`config.mk`:
```
export PLATFORM = sky130hd
export DESIGN_NAME = hub75_shift_seg
export DESIGN_NICKNAME = d
export VERILOG_FILES = /design/src/rtl/hub75_shift_pkg.sv /design/src/rtl/hub75_le_gen.sv /design/src/rtl/hub75_shift_seg.sv
export SDC_FILE = /design/constraint.sdc
export NUM_CORES = 1
export LEC_CHECK = 0
export BUFFER_PORTS_ARGS = -buffer_cell sky130_fd_sc_hd__buf_2
export CAP_MARGIN = 20
export CORE_MARGIN = 1.5
export CORE_UTILIZATION = 45
export DETAILED_ROUTE_END_ITERATION = 8
export HOLD_SLACK_MARGIN = 0.06
export PLACE_DENSITY = 0.7
export SETUP_SLACK_MARGIN = 0.4
export SLEW_MARGIN = 30
export SYNTH_ARGS = -nofsm -noshare
export SYNTH_HDL_FRONTEND = slang
export SYNTH_SLANG_ARGS = --single-unit
export TNS_END_PERCENT = 100
```
`constraint.sdc`:
```
create_clock -name clk -period 5.96 [get_ports clk]
set_input_delay 0.894 -clock clk [delete_from_list [all_inputs] [get_ports clk]]
set_output_delay 0.894 -clock clk [all_outputs]
set_load 0.03 [all_outputs]
```
`src/rtl/hub75_shift_pkg.sv`:
```
`default_nettype none
// +-----------------------------------------------------------------------+
// | hub75_shift_pkg                                                       |
// | Strobe-mode encodings shared by the HUB75 row shifter.                |
// | Revision: 1.0                                                         |
// +-----------------------------------------------------------------------+
package hub75_shift_pkg;

   localparam int MODE_W = 2;

   typedef enum logic [MODE_W-1:0] {
      MODE_DATA   = 2'd0,
      MODE_ROWSEL = 2'd1,
      MODE_LATCH  = 2'd2,
      MODE_RSVD   = 2'd3
   } mode_e;

endpackage
`default_nettype wire

```
`src/rtl/hub75_le_gen.sv`:
```
`default_nettype none
// +-----------------------------------------------------------------------+
// | hub75_le_gen                                                          |
// | Segment-position counter and LE strobe compare for one shifted column.|
// | Revision: 1.0                                                         |
// +-----------------------------------------------------------------------+
module hub75_le_gen
   import hub75_shift_pkg::*;
#(
   parameter int N_COLS     = 192,
   parameter int SEG_W      = 24,
   parameter int LOG_N_COLS = $clog2(N_COLS)
) (
   input  logic                  clk,
   input  logic                  rst_n,
   input  logic                  vld_i,
   input  logic [LOG_N_COLS-1:0] k_i,
   input  mode_e                 mode_i,
   input  logic [LOG_N_COLS:0]   arg_i,
   output logic                  le_o
);

   localparam int SPW = (SEG_W > 1) ? $clog2(SEG_W) : 1;
   localparam int AW  = LOG_N_COLS + 1;
   localparam int SW  = LOG_N_COLS + 2;

   logic [SPW-1:0] sp_q, sp_d, sp_cur;
   logic           le_q, le_d;

   always_comb begin
      // k=0 forces the reload so every row starts at the top of a segment
      sp_cur = (k_i == '0) ? SPW'(SEG_W - 1) : sp_q;
      sp_d   = sp_q;
      le_d   = 1'b0;
      if (vld_i) begin
         sp_d = (sp_cur == '0) ? SPW'(SEG_W - 1) : sp_cur - 1'b1;
         case (mode_i)
            MODE_ROWSEL: le_d = (AW'(sp_cur) == arg_i);
            MODE_LATCH:  le_d = ((SW'(k_i) + SW'(arg_i)) >= SW'(N_COLS));
            default:     le_d = 1'b0;
         endcase
      end
   end

   always_ff @(posedge clk) begin
      if (!rst_n) begin
         sp_q <= SPW'(SEG_W - 1);
         le_q <= 1'b0;
      end else begin
         sp_q <= sp_d;
         le_q <= le_d;
      end
   end

   assign le_o = le_q;

endmodule
`default_nettype wire

```
`src/rtl/hub75_shift_seg.sv`:
```
`default_nettype none
// +-----------------------------------------------------------------------+
// | hub75_shift_seg                                                       |
// | HUB75 row shifter: line-buffer read, bit-plane select, PHY shift + LE.|
// | Revision: 1.0                                                         |
// +-----------------------------------------------------------------------+
module hub75_shift_seg
   import hub75_shift_pkg::*;
#(
   parameter int N_BANKS    = 2,
   parameter int N_COLS     = 192,
   parameter int N_CHANS    = 3,
   parameter int N_PLANES   = 8,
   parameter int SEG_W      = 24,
   parameter int SDW        = N_BANKS * N_CHANS,
   parameter int LOG_N_COLS = $clog2(N_COLS)
) (
   input  logic                    clk,
   input  logic                    rst_n,
   output logic [SDW-1:0]          phy_data_o,
   output logic                    phy_clk_o,
   output logic                    phy_le_o,
   input  logic [SDW*N_PLANES-1:0] ram_data_i,
   output logic [LOG_N_COLS-1:0]   ram_col_addr_o,
   output logic                    ram_rden_o,
   input  logic                    ctrl_go_i,
   output logic                    ctrl_rdy_o,
   input  logic [N_PLANES-1:0]     ctrl_plane_i,
   input  logic [MODE_W-1:0]       ctrl_mode_i,
   input  logic [LOG_N_COLS:0]     ctrl_arg_i,
   input  logic                    ctrl_reverse_i
);

   localparam logic [LOG_N_COLS-1:0] LAST_COL = LOG_N_COLS'(N_COLS - 1);

   if (((N_COLS % SEG_W) != 0) || (SEG_W > N_COLS)) begin : g_bad_geometry
      $fatal(1, "hub75_shift_seg: N_COLS must be a multiple of SEG_W and SEG_W <= N_COLS");
   end

   // Stage 0: address generation and captured row configuration
   logic                  s0_vld_q, s0_vld_d;
   logic [LOG_N_COLS-1:0] k_q, k_d;
   logic [N_PLANES-1:0]   plane0_q, plane0_d;
   mode_e                 mode0_q, mode0_d;
   logic [LOG_N_COLS:0]   arg0_q, arg0_d;
   logic                  rev0_q, rev0_d;

   // Stage 1: RAM word arrives; configuration follows its column
   logic                  s1_vld_q;
   logic [LOG_N_COLS-1:0] k1_q;
   logic [N_PLANES-1:0]   plane1_q;
   mode_e                 mode1_q;
   logic [LOG_N_COLS:0]   arg1_q;

   // Stage 2: PHY outputs
   logic                  phy_clk_q;
   logic [SDW-1:0]        phy_data_q, phy_data_d;
   logic [SDW-1:0]        chan_bit;

   logic last_col, rdy, go_acc;

   always_comb begin
      last_col = s0_vld_q && (k_q == LAST_COL);
      rdy      = !s0_vld_q || last_col;
      go_acc   = ctrl_go_i && rdy;
      s0_vld_d = s0_vld_q && !last_col;
      k_d      = k_q;
      plane0_d = plane0_q;
      mode0_d  = mode0_q;
      arg0_d   = arg0_q;
      rev0_d   = rev0_q;
      if (s0_vld_q && !last_col) begin
         k_d = k_q + 1'b1;
      end
      if (go_acc) begin
         s0_vld_d = 1'b1;
         k_d      = '0;
         plane0_d = ctrl_plane_i;
         mode0_d  = mode_e'(ctrl_mode_i);
         arg0_d   = ctrl_arg_i;
         rev0_d   = ctrl_reverse_i;
      end
   end

   for (genvar ch = 0; ch < SDW; ch++) begin : g_chan
      assign chan_bit[ch] = |(ram_data_i[ch*N_PLANES +: N_PLANES] & plane1_q);
   end

   assign phy_data_d = s1_vld_q ? chan_bit : phy_data_q;

   always_ff @(posedge clk) begin
      if (!rst_n) begin
         s0_vld_q   <= 1'b0;
         k_q        <= '0;
         plane0_q   <= '0;
         mode0_q    <= MODE_DATA;
         arg0_q     <= '0;
         rev0_q     <= 1'b0;
         s1_vld_q   <= 1'b0;
         k1_q       <= '0;
         plane1_q   <= '0;
         mode1_q    <= MODE_DATA;
         arg1_q     <= '0;
         phy_clk_q  <= 1'b0;
         phy_data_q <= '0;
      end else begin
         s0_vld_q   <= s0_vld_d;
         k_q        <= k_d;
         plane0_q   <= plane0_d;
         mode0_q    <= mode0_d;
         arg0_q     <= arg0_d;
         rev0_q     <= rev0_d;
         s1_vld_q   <= s0_vld_q;
         k1_q       <= k_q;
         plane1_q   <= plane0_q;
         mode1_q    <= mode0_q;
         arg1_q     <= arg0_q;
         phy_clk_q  <= s1_vld_q;
         phy_data_q <= phy_data_d;
      end
   end

   hub75_le_gen #(
      .N_COLS     (N_COLS),
      .SEG_W      (SEG_W),
      .LOG_N_COLS (LOG_N_COLS)
   ) u_le_gen (
      .clk    (clk),
      .rst_n  (rst_n),
      .vld_i  (s1_vld_q),
      .k_i    (k1_q),
      .mode_i (mode1_q),
      .arg_i  (arg1_q),
      .le_o   (phy_le_o)
   );

   assign ctrl_rdy_o     = rdy;
   assign ram_rden_o     = s0_vld_q;
   assign ram_col_addr_o = !s0_vld_q ? '0 : (rev0_q ? (LAST_COL - k_q) : k_q);
   assign phy_clk_o      = phy_clk_q;
   assign phy_data_o     = phy_data_q;

endmodule
`default_nettype wire
```
==> metrics, run 1 <==
Cell variety after synth=slightly above 50; worst skew pair latency=~0.33 ns; worst-margin pin slew=0.821 ns; vias in the first global route=~2,600; I/O Buffers=88; Post-Synthesis Cells=about 370; post-CTS resize count=0; P_leak=1.71 nW; cell taking the most area after synthesis=dfxtp_1; YS warnings=0; Min-Delay Path Class=flip-flop to flip-flop; total gr overflow=0; number of enable flip-flop cells after synthesis=0; Final Hold Vio Count=0; Total Routing Usage GR=0.201; Peak VDD IR=0.000131 V; layout cells sized above 1=0.237; final cell count without fillers=~550; Hold Path Depth=2; Post-synth top flop=dfxtp_1; Achievable Freq=0.378 GHz; hold endpoint=plane0_q[4]; Slew HR=0.453; placed insts=approximately 540; Required @ worst endpoint=5.07 ns; MaxCap Viol Count=0; drt first pass iters=5; period utilisation layout=0.444; crit start category=flip-flop; top cell type's share of synthesized area=0.428; max-slew violations=0; sequential area share after synthesis=0.428; clk buf depth=2; Worst Reg-to-Reg Cells=7; clk root buf=clkbuf_8; first-pass GRT wire length=approximately 12 mm; post-detailed-route count of antenna-violating nets=0; Setup Crit Path Kind=flip-flop to primary output; initial antenna violation count=0; routed vias=2,829; register-to-register setup slack=3.70 ns; largest net degree at the start of global routing=66; Detail Placement HPWL=5.33 mm; status=finished clean; Core ar.=6910 um^2; synthesized cell area=3270 um^2; peak fanout along the critical path=9; Final Net Count=between 500 and 600; Power Dens Cells=243 nW/um^2; hold_sp=plane0_q[4]; CTS buffer count=9; Post-synth ARST share=0; synth top area cells=dfxtp_1 (43%), and2_1 (7.1%), nand2_1 (6.1%); synthesized area per cell=8.89 um^2; Iter 0 DRT Violations=117; RSZ-0062 raised after global routing=false; Area Overhead vs Synth=20.0%; die area=7790 um^2; Critical Path AT=1.75 ns; Post-CTS Setup Inserts=0; die width=88.3 um; H-tree Lvls=3; Die Y=88.3 um; syn_nets=454; Worst R2R Start=k_q[0]; final setup TNS=0 ns; Post-CTS Hold Fix Bufs=0; min Tclk post-route=2.64 ns; flops & latches, synth=70; r2r endpoint=k_q[5]; CTS tree=built; diodes inserted=0; CTS sink count=70; DRC Markers=0; RePlAce Congestion=0.877; Starting Density=0.474; Routed WL=7.29 mm; Worst setup EP type=primary output; Routed wire per std cell=between 10 and 15 um; Layout Skew=approximately 0.013 ns; Final setup viols=0; num ports=89; Worst-path clk slew=0.08 ns; drt via density=5.13; Fin Hold WS=0.448 ns; FP Rows=30
-- area by class of cell --
cell class	instances	area, um^2
Timing Repair Buffer	88	440
Clock inverter	4	47.5
Multi-Input combinational cell	269	1740
Tap cell	96	120
Sequential cell	70	1400
Inverter	12	45.0
Fill cell	697	2980
Clock buffer	12	135
-- per-stage QoR --
step,setup slack (ns),instance area (um^2),util,power [mW]
after floorplan,3.83,3270,-,0.570
after global placement,3.54,3740,0.542,0.607
after detailed placement,3.44,3740,0.542,0.609
after CTS,3.30,3930,0.568,0.966
after global routing,3.16,3930,0.568,1.00
final,3.32,3930,0.568,0.955
-- critical path: stages (launching register included) --
cell and delay (ns):
dfxtp_1 0.44, ha_1 0.28, nand3_1 0.10, o21a_1 0.23
inv_2 0.14, buf_2 0.22
-- logic make-up (layout without fill, tap and decap cells) --
family / count (synthesis) / count (layout) / share of synthesized area
flip-flops: 70 / 70 / 0.428
adder cells (fa/ha/maj): 15 / 15 / 0.0597
XOR/XNOR: 13 / 13 / 0.0348
buffers and inverters: 29 / 116 / 0.0409
AO/OA/AOI/OAI: 90 / 90 / 0.191
AND/OR/NAND/NOR: 148 / 148 / 0.236
multiplexers: 3 / 3 / 0.00918
-- routing by layer --
layer | track usage | part of all wire
met1 | 0.265 | 0.47
met2 | 0.316 | 0.48
met3 | 0.0588 | 0.044
met4 | 0.0724 | 0.012
met5 | 0 | 0
-- cell usage after synthesis (2+ instances only) --
master	n
a211oi_1	2
nand3_1	13
o211ai_1	2
a21boi_0	21
o22ai_1	3
ha_1	14
a222oi_1	6
mux2i_1	3
xor2_1	9
nor2_1	13
and2_1	37
nor4_2	2
o21ai_0	12
nand2_1	53
dfxtp_1	70
inv_1	11
nand3b_1	3
nor2b_1	6
nor3_1	5
nand2b_1	4
nor4_1	3
clkbuf_1	12
nor4b_1	2
xnor2_1	4
buf_6	3
a21oi_1	19
a22oi_1	12
-- power breakdown --
group          switching (mW)  total, mW  leakage, nW  internal, mW
Sequential             0.0172      0.502        0.571         0.485
Clock                   0.163      0.356       0.0904         0.193
Combinational          0.0521     0.0965         1.04        0.0444
-- layout by cell type, fill, tap and decap left out, types with 9 or more instances in the layout --
master,n
ha_1,14
a22oi_1,12
nor2_1,13
o21ai_0,12
buf_2,88
nand2_1,53
and2_1,37
inv_1,11
clkbuf_8,9
dfxtp_1,70
a21boi_0,21
xor2_1,9
nand3_1,13
a21oi_1,19
-- registers in the layout (all words and copies together) (netlist names) --
signal         count
arg0_q             9
arg1_q             9
k1_q               8
k_q                8
plane0_q           8
plane1_q           8
phy_data_o         6
u_le_gen.sp_q      5
mode0_q            2
mode1_q            2
phy_clk_o          1
ram_rden_o         1
rev0_q             1
s1_vld_q           1
u_le_gen.le_o      1
-- worst max-delay path by stage --
stage | from | to | slack (ns) | cells past startpoint
after floorplan | ram_rden_o | ram_col_addr_o[7] | 3.83 | 2
after global placement | rst_n | u_le_gen.le_o | 3.54 | 6
after CTS | k_q[0] | ctrl_rdy_o | 3.30 | 5
after global routing | k_q[0] | ctrl_rdy_o | 3.16 | 5
final | k_q[0] | ctrl_rdy_o | 3.32 | 5
after detailed placement | rst_n | u_le_gen.le_o | 3.44 | 6
Power figures use the tool's default switching activity.
==> run 2, diff against run 1 <==
==> constraint.sdc (replaced) <==
create_clock -name clk -period 2.75 [get_ports clk]
set_input_delay 0.4125 -clock clk [delete_from_list [all_inputs] [get_ports clk]]
set_output_delay 0.4125 -clock clk [all_outputs]
set_load 0.03 [all_outputs]
==> run 2 against run 1 <==
  * Worst hold slack worse by 0.15 ns
  * Count of clock-buffer cells in the layout down 1
  * Wire length up 1.4%
  * Critical path type unchanged
  * Clock skew down 0.0045 ns
  * Highest routed layer unchanged
  * Die area unchanged
==> metrics, run 2 (synthesis gave the netlist of run 1 again) <==
FP Rows=30; r2r endpoint=u_le_gen.le_o; vias in the first global route=2,641; first-pass GRT wire length=about 12 mm; CTS buffer count=9; Final setup viols=0; Critical Path AT=1.76 ns; Die Y=88.3 um; worst-margin pin slew=0.484 ns; most frequent cells in the layout=buf_2 (88), dfxtp_1 (70), nand2_1 (53); period utilisation layout=0.791; Area Overhead vs Synth=22.5%; DRC Markers=0; Required @ worst endpoint=roughly 2.3 ns; clk root buf=clkbuf_8; area of the multi-input gates=1740 um^2; Layout Skew=0.00807 ns; total chip power=around 2.2 mW; final core utilization=0.580; Starting Density=0.474; commonest non-fill, non-tap cell in the layout=buf_2; Setup WS post-layout=0.574 ns; post-detailed-route count of antenna-violating nets=0; drt via density=5.11; # fillers=around 670; Peak VDD IR=0.000429 V; placed insts=about 540; worst skew pair latency=between 0.3 and 0.4 ns; Worst Setup EP=ctrl_rdy_o; MaxCap Viol Count=0; area occupied by registers=1400 um^2; peak fanout along the critical path=9; Worst Reg-to-Reg Cells=8; top flop regs=arg0_q (9), arg1_q (9); Worst Setup SP=k_q[0]; Setup Crit Path Kind=flip-flop to primary output; Min-Delay Path Class=input port to flip-flop; P_leak=1.75 nW; Worst-path clk slew=approximately 0.08 ns; routed vias=about 2,800; final non-filler cell area=4010 um^2; status=finished clean; H-tree Lvls=3; Post-CTS Setup Inserts=0; hold_sp=ctrl_plane_i[4]; total gr overflow=0; CTS sink count=70; initial antenna violation count=0; Final Hold Vio Count=0; Slew HR=0.677; Worst R2R Start=arg1_q[0]; post-CTS resize count=0; Core ar.=roughly 6900 um^2; Power Dens Cells=561 nW/um^2; CTS tree=built; drt first pass iters=4; I/O Buffers=88; register-to-register setup slack=0.64 ns; min Tclk post-route=2.18 ns; RePlAce Congestion=~0.84; largest net degree at the start of global routing=between 60 and 70; Worst setup EP type=primary output; Routed wire per std cell=13.3 um; Achievable Freq=0.460 GHz; Fin Hold WS=0.297 ns; Detail Placement HPWL=5.44 mm; max-slew violations=0; RSZ-0062 raised after global routing=false; clk buf depth=2; Post-CTS Hold Fix Bufs=0; post-place instance area=3770 um^2; Iter 0 DRT Violations=137; layout cells sized above 1=0.251; Total Routing Usage GR=0.203; Routed WL=7.40 mm; num ports=89; final cell count without fillers=555; die width=88.3 um; final setup TNS=0 ns; Final Net Count=540; dpl ws=roughly 0.65 ns; crit start category=flip-flop; die area=about 7800 um^2; diodes inserted=0
run 2: cell types whose count changed in the layout (fill, tap and decap cells not counted), sizes merged:
| cell | change |
|---|---|
| clkbuf | -1 |
| bufinv | +1 |
| buf | +4 |
run 2: layout make-up:
| type | instances | share of cell area |
|---|---|---|
| sequential | 70 | 0.350 |
| tap | 96 | 0.0300 |
| inverter | 12 | 0.0112 |
| timing repair buffer | 92 | 0.117 |
| clock inverter | 5 | 0.0203 |
| multi-input combinational | 269 | 0.433 |
| clock buffer | 11 | 0.0378 |
run 2: how the worst min path moves through the flow:
stage | to | cells after the start
6_report | plane0_q[4] | 3
3_3_place_gp | plane1_q[5] | 1
5_1_grt | plane0_q[4] | 3
3_5_place_dp | arg1_q[1] | 1
2_1_floorplan | arg1_q[0] | 1
4_1_cts | plane0_q[4] | 3
run 2: worst max-delay path, cell delays in order (launching register included):
cell	delay [ns]
dfxtp_1	0.44
ha_1	0.28
nand3_1	0.10
o21a_1	0.23
inv_2	0.15
buf_2	0.23
run 2: where the power goes:
group | internal (mW) | switching [mW] | leakage [nW]
logic | 0.0998 | 0.116 | 1.06
clock network | 0.560 | 0.387 | 0.116
registers | 1.05 | 0.0355 | 0.571
total | 1.71 | 0.538 | 1.75
run 2: metal layers:
metal,GRT usage,vias to the layer above,part of all wire
met5,0,-,0
met4,0.0611,0,0.010
met3,0.0522,10,0.056
met2,0.312,80,0.45
met1,0.283,1284,0.48
li1,-,1460,-
==> run 3, diff against run 2 <==
--- a/config.mk
+++ b/config.mk
@@ -11,7 +11,7 @@
 export CORE_UTILIZATION = 45
 export DETAILED_ROUTE_END_ITERATION = 8
 export HOLD_SLACK_MARGIN = 0.06
-export PLACE_DENSITY = 0.7
+export PLACE_DENSITY = 0.73
 export SETUP_SLACK_MARGIN = 0.4
 export SLEW_MARGIN = 30
 export SYNTH_ARGS = -nofsm -noshare
==> constraint.sdc (replaced) <==
create_clock -name clk -period 1.95 [get_ports clk]
set_input_delay 0.2925 -clock clk [delete_from_list [all_inputs] [get_ports clk]]
set_output_delay 0.2925 -clock clk [all_outputs]
set_load 0.03 [all_outputs]
==> run 3 against run 2 <==
  * Count of clock-buffer cells in the layout is 2 lower
  * Wire length increased by 27%
  * Utilization grew 13 points
  * Die area is the same
  * Sequential share of layout area is 5.7 points lower
  * Global-route usage is 2.7 points higher
  * Clock skew up 0.0053 ns
  * Non-clock buffer count is 29 higher
  * Final cell count grew 5.2%
  * Critical path type is now flip-flop to flip-flop
==> metrics, run 3 (synthesis gave the netlist of run 1 again) <==
status=finished clean; final cell count without fillers=584; first-pass GRT wire length=about 14 mm; clock power share=0.343; Crit path buffers/inverters=1; Critical Path AT=2.13 ns; Final Hold Vio Count=0; Core ar.=6910 um^2; Psw=0.898 mW; Setup Crit Path Kind=flip-flop to flip-flop; Pint=2.22 mW; worst-margin pin slew=0.532 ns; routed vias=3,165; combinational cell fraction of total power=0.168; Starting Density=0.474; top flop regs=arg0_q (9), arg1_q (9); initial antenna violation count=0; Area Overhead vs Synth=50.0%; power share of the sequential group=0.489; Worst path top cell family by delay=compound AO/OA/AOI/OAI gates; CTS sink count=70; diodes inserted=0; Final Net Count=roughly 570; total chip power=approximately 3.1 mW; Slew HR=0.645; post-place instance area=3890 um^2; placed insts=542; Final setup viols=0; die area=7790 um^2; worst skew pair latency=~0.35 ns; CTS buffer count=9; slowest CP cell=dfxtp_4; RSZ-0062 raised after global routing=true; final core utilization=0.711; total gr overflow=0; vias in the first global route=between 2,000 and 3,000; Layout Skew=about 0.013 ns; max-slew violations=0; Worst setup EP type=flip-flop; crit start category=flip-flop; CP peak stage delay=about 0.37 ns; area of the multi-input gates=~2200 um^2; layout cells sized above 1=0.477; clk root buf=clkbuf_8; die width=88.3 um; Peak VDD IR=0.000489 V; Fin Hold WS=about 0.17 ns; MaxCap Viol Count=0; DRC Markers=0; Required @ worst endpoint=roughly 2.2 ns; post-detailed-route count of antenna-violating nets=0; clk buf depth=2; Total Routing Usage GR=0.231; area occupied by registers=1440 um^2; Worst-path clk slew=~0.090 ns; final non-filler cell area=4910 um^2; most frequent cells in the layout=buf_2 (80), dfxtp_1 (56), and2_1 (35); Routed WL=9.39 mm; dpl ws=about 0.043 ns; # fillers=529; P_leak=2.09 nW; I/O Buffers=88; Post-CTS Hold Fix Bufs=0; peak fanout along the critical path=3; commonest non-fill, non-tap cell in the layout=buf_2; switching part of the total=0.288; period utilisation layout=0.968; Achievable Freq=0.530 GHz; CP cell instances=ha_4 -> inv_2 -> fa_2 -> nand2b_4 -> a21o_1 -> a311oi_2 -> nor4b_2 -> a211o_1; drt via density=5.42; Iter 0 DRT Violations=125; final setup TNS=0 ns; Die Y=around 90 um; Routed wire per std cell=approximately 16 um; Setup WS post-layout=0.0631 ns; min Tclk post-route=1.89 ns; Min-Delay Path Class=input port to flip-flop; Detail Placement HPWL=5.76 mm; FP Rows=30; RePlAce Congestion=about 0.96; largest net degree at the start of global routing=65; num ports=89; H-tree Lvls=3; CTS tree=built; Power Dens Cells=approximately 640 nW/um^2; drt first pass iters=4
run 3: layer usage:
metal,track usage,up-vias,wire length (um)
met1,0.280,1530,3880
li1,-,1531,-
met2,0.391,87,4870
met4,0.0852,0,194
met5,0,-,0
met3,0.0662,17,441
run 3: timing repair:
action,in CTS,in global routing
endpoints found under the setup margin,39,41
buffers inserted,12,8
gates cloned,5,1
pin swaps,28,44
gates resized for setup,73,90
run 3: worst paths after layout:
| check | start | to | slack (ns) | cells past startpoint |
|---|---|---|---|---|
| setup / recovery | k1_q[0] | u_le_gen.le_o | 0.06 | 8 |
| hold / removal | ctrl_reverse_i | rev0_q | 0.17 | 3 |
| setup reg to reg | k1_q[0] | u_le_gen.le_o | 0.06 | 8 |
| hold reg to reg | plane0_q[7] | plane1_q[7] | 0.46 | 1 |
run 3: final cells by class:
class | count | share of cell area
Timing Repair Buffer | 121 | 0.191
Clock inverter | 7 | 0.0117
Multi-Input combinational cell | 269 | 0.445
Tap cell | 96 | 0.0245
Inverter | 12 | 0.00969
Sequential cell | 70 | 0.293
Clock buffer | 9 | 0.0252
run 3: worst min-delay path, cell delays in order:
cell and delay (ns):
buf_2 0.10, nand2_2 0.05, a21boi_2 0.05
run 3: power by group through the flow:
stage | Sequential (mW) | Combinational (mW) | Clock, mW
3_3_place_gp | 1.55 | 0.324 | 0
3_5_place_dp | 1.56 | 0.331 | 0
6_report | 1.53 | 0.524 | 1.07
4_1_cts | 1.52 | 0.437 | 1.09
5_1_grt | 1.53 | 0.564 | 1.16
2_1_floorplan | 1.56 | 0.183 | 0
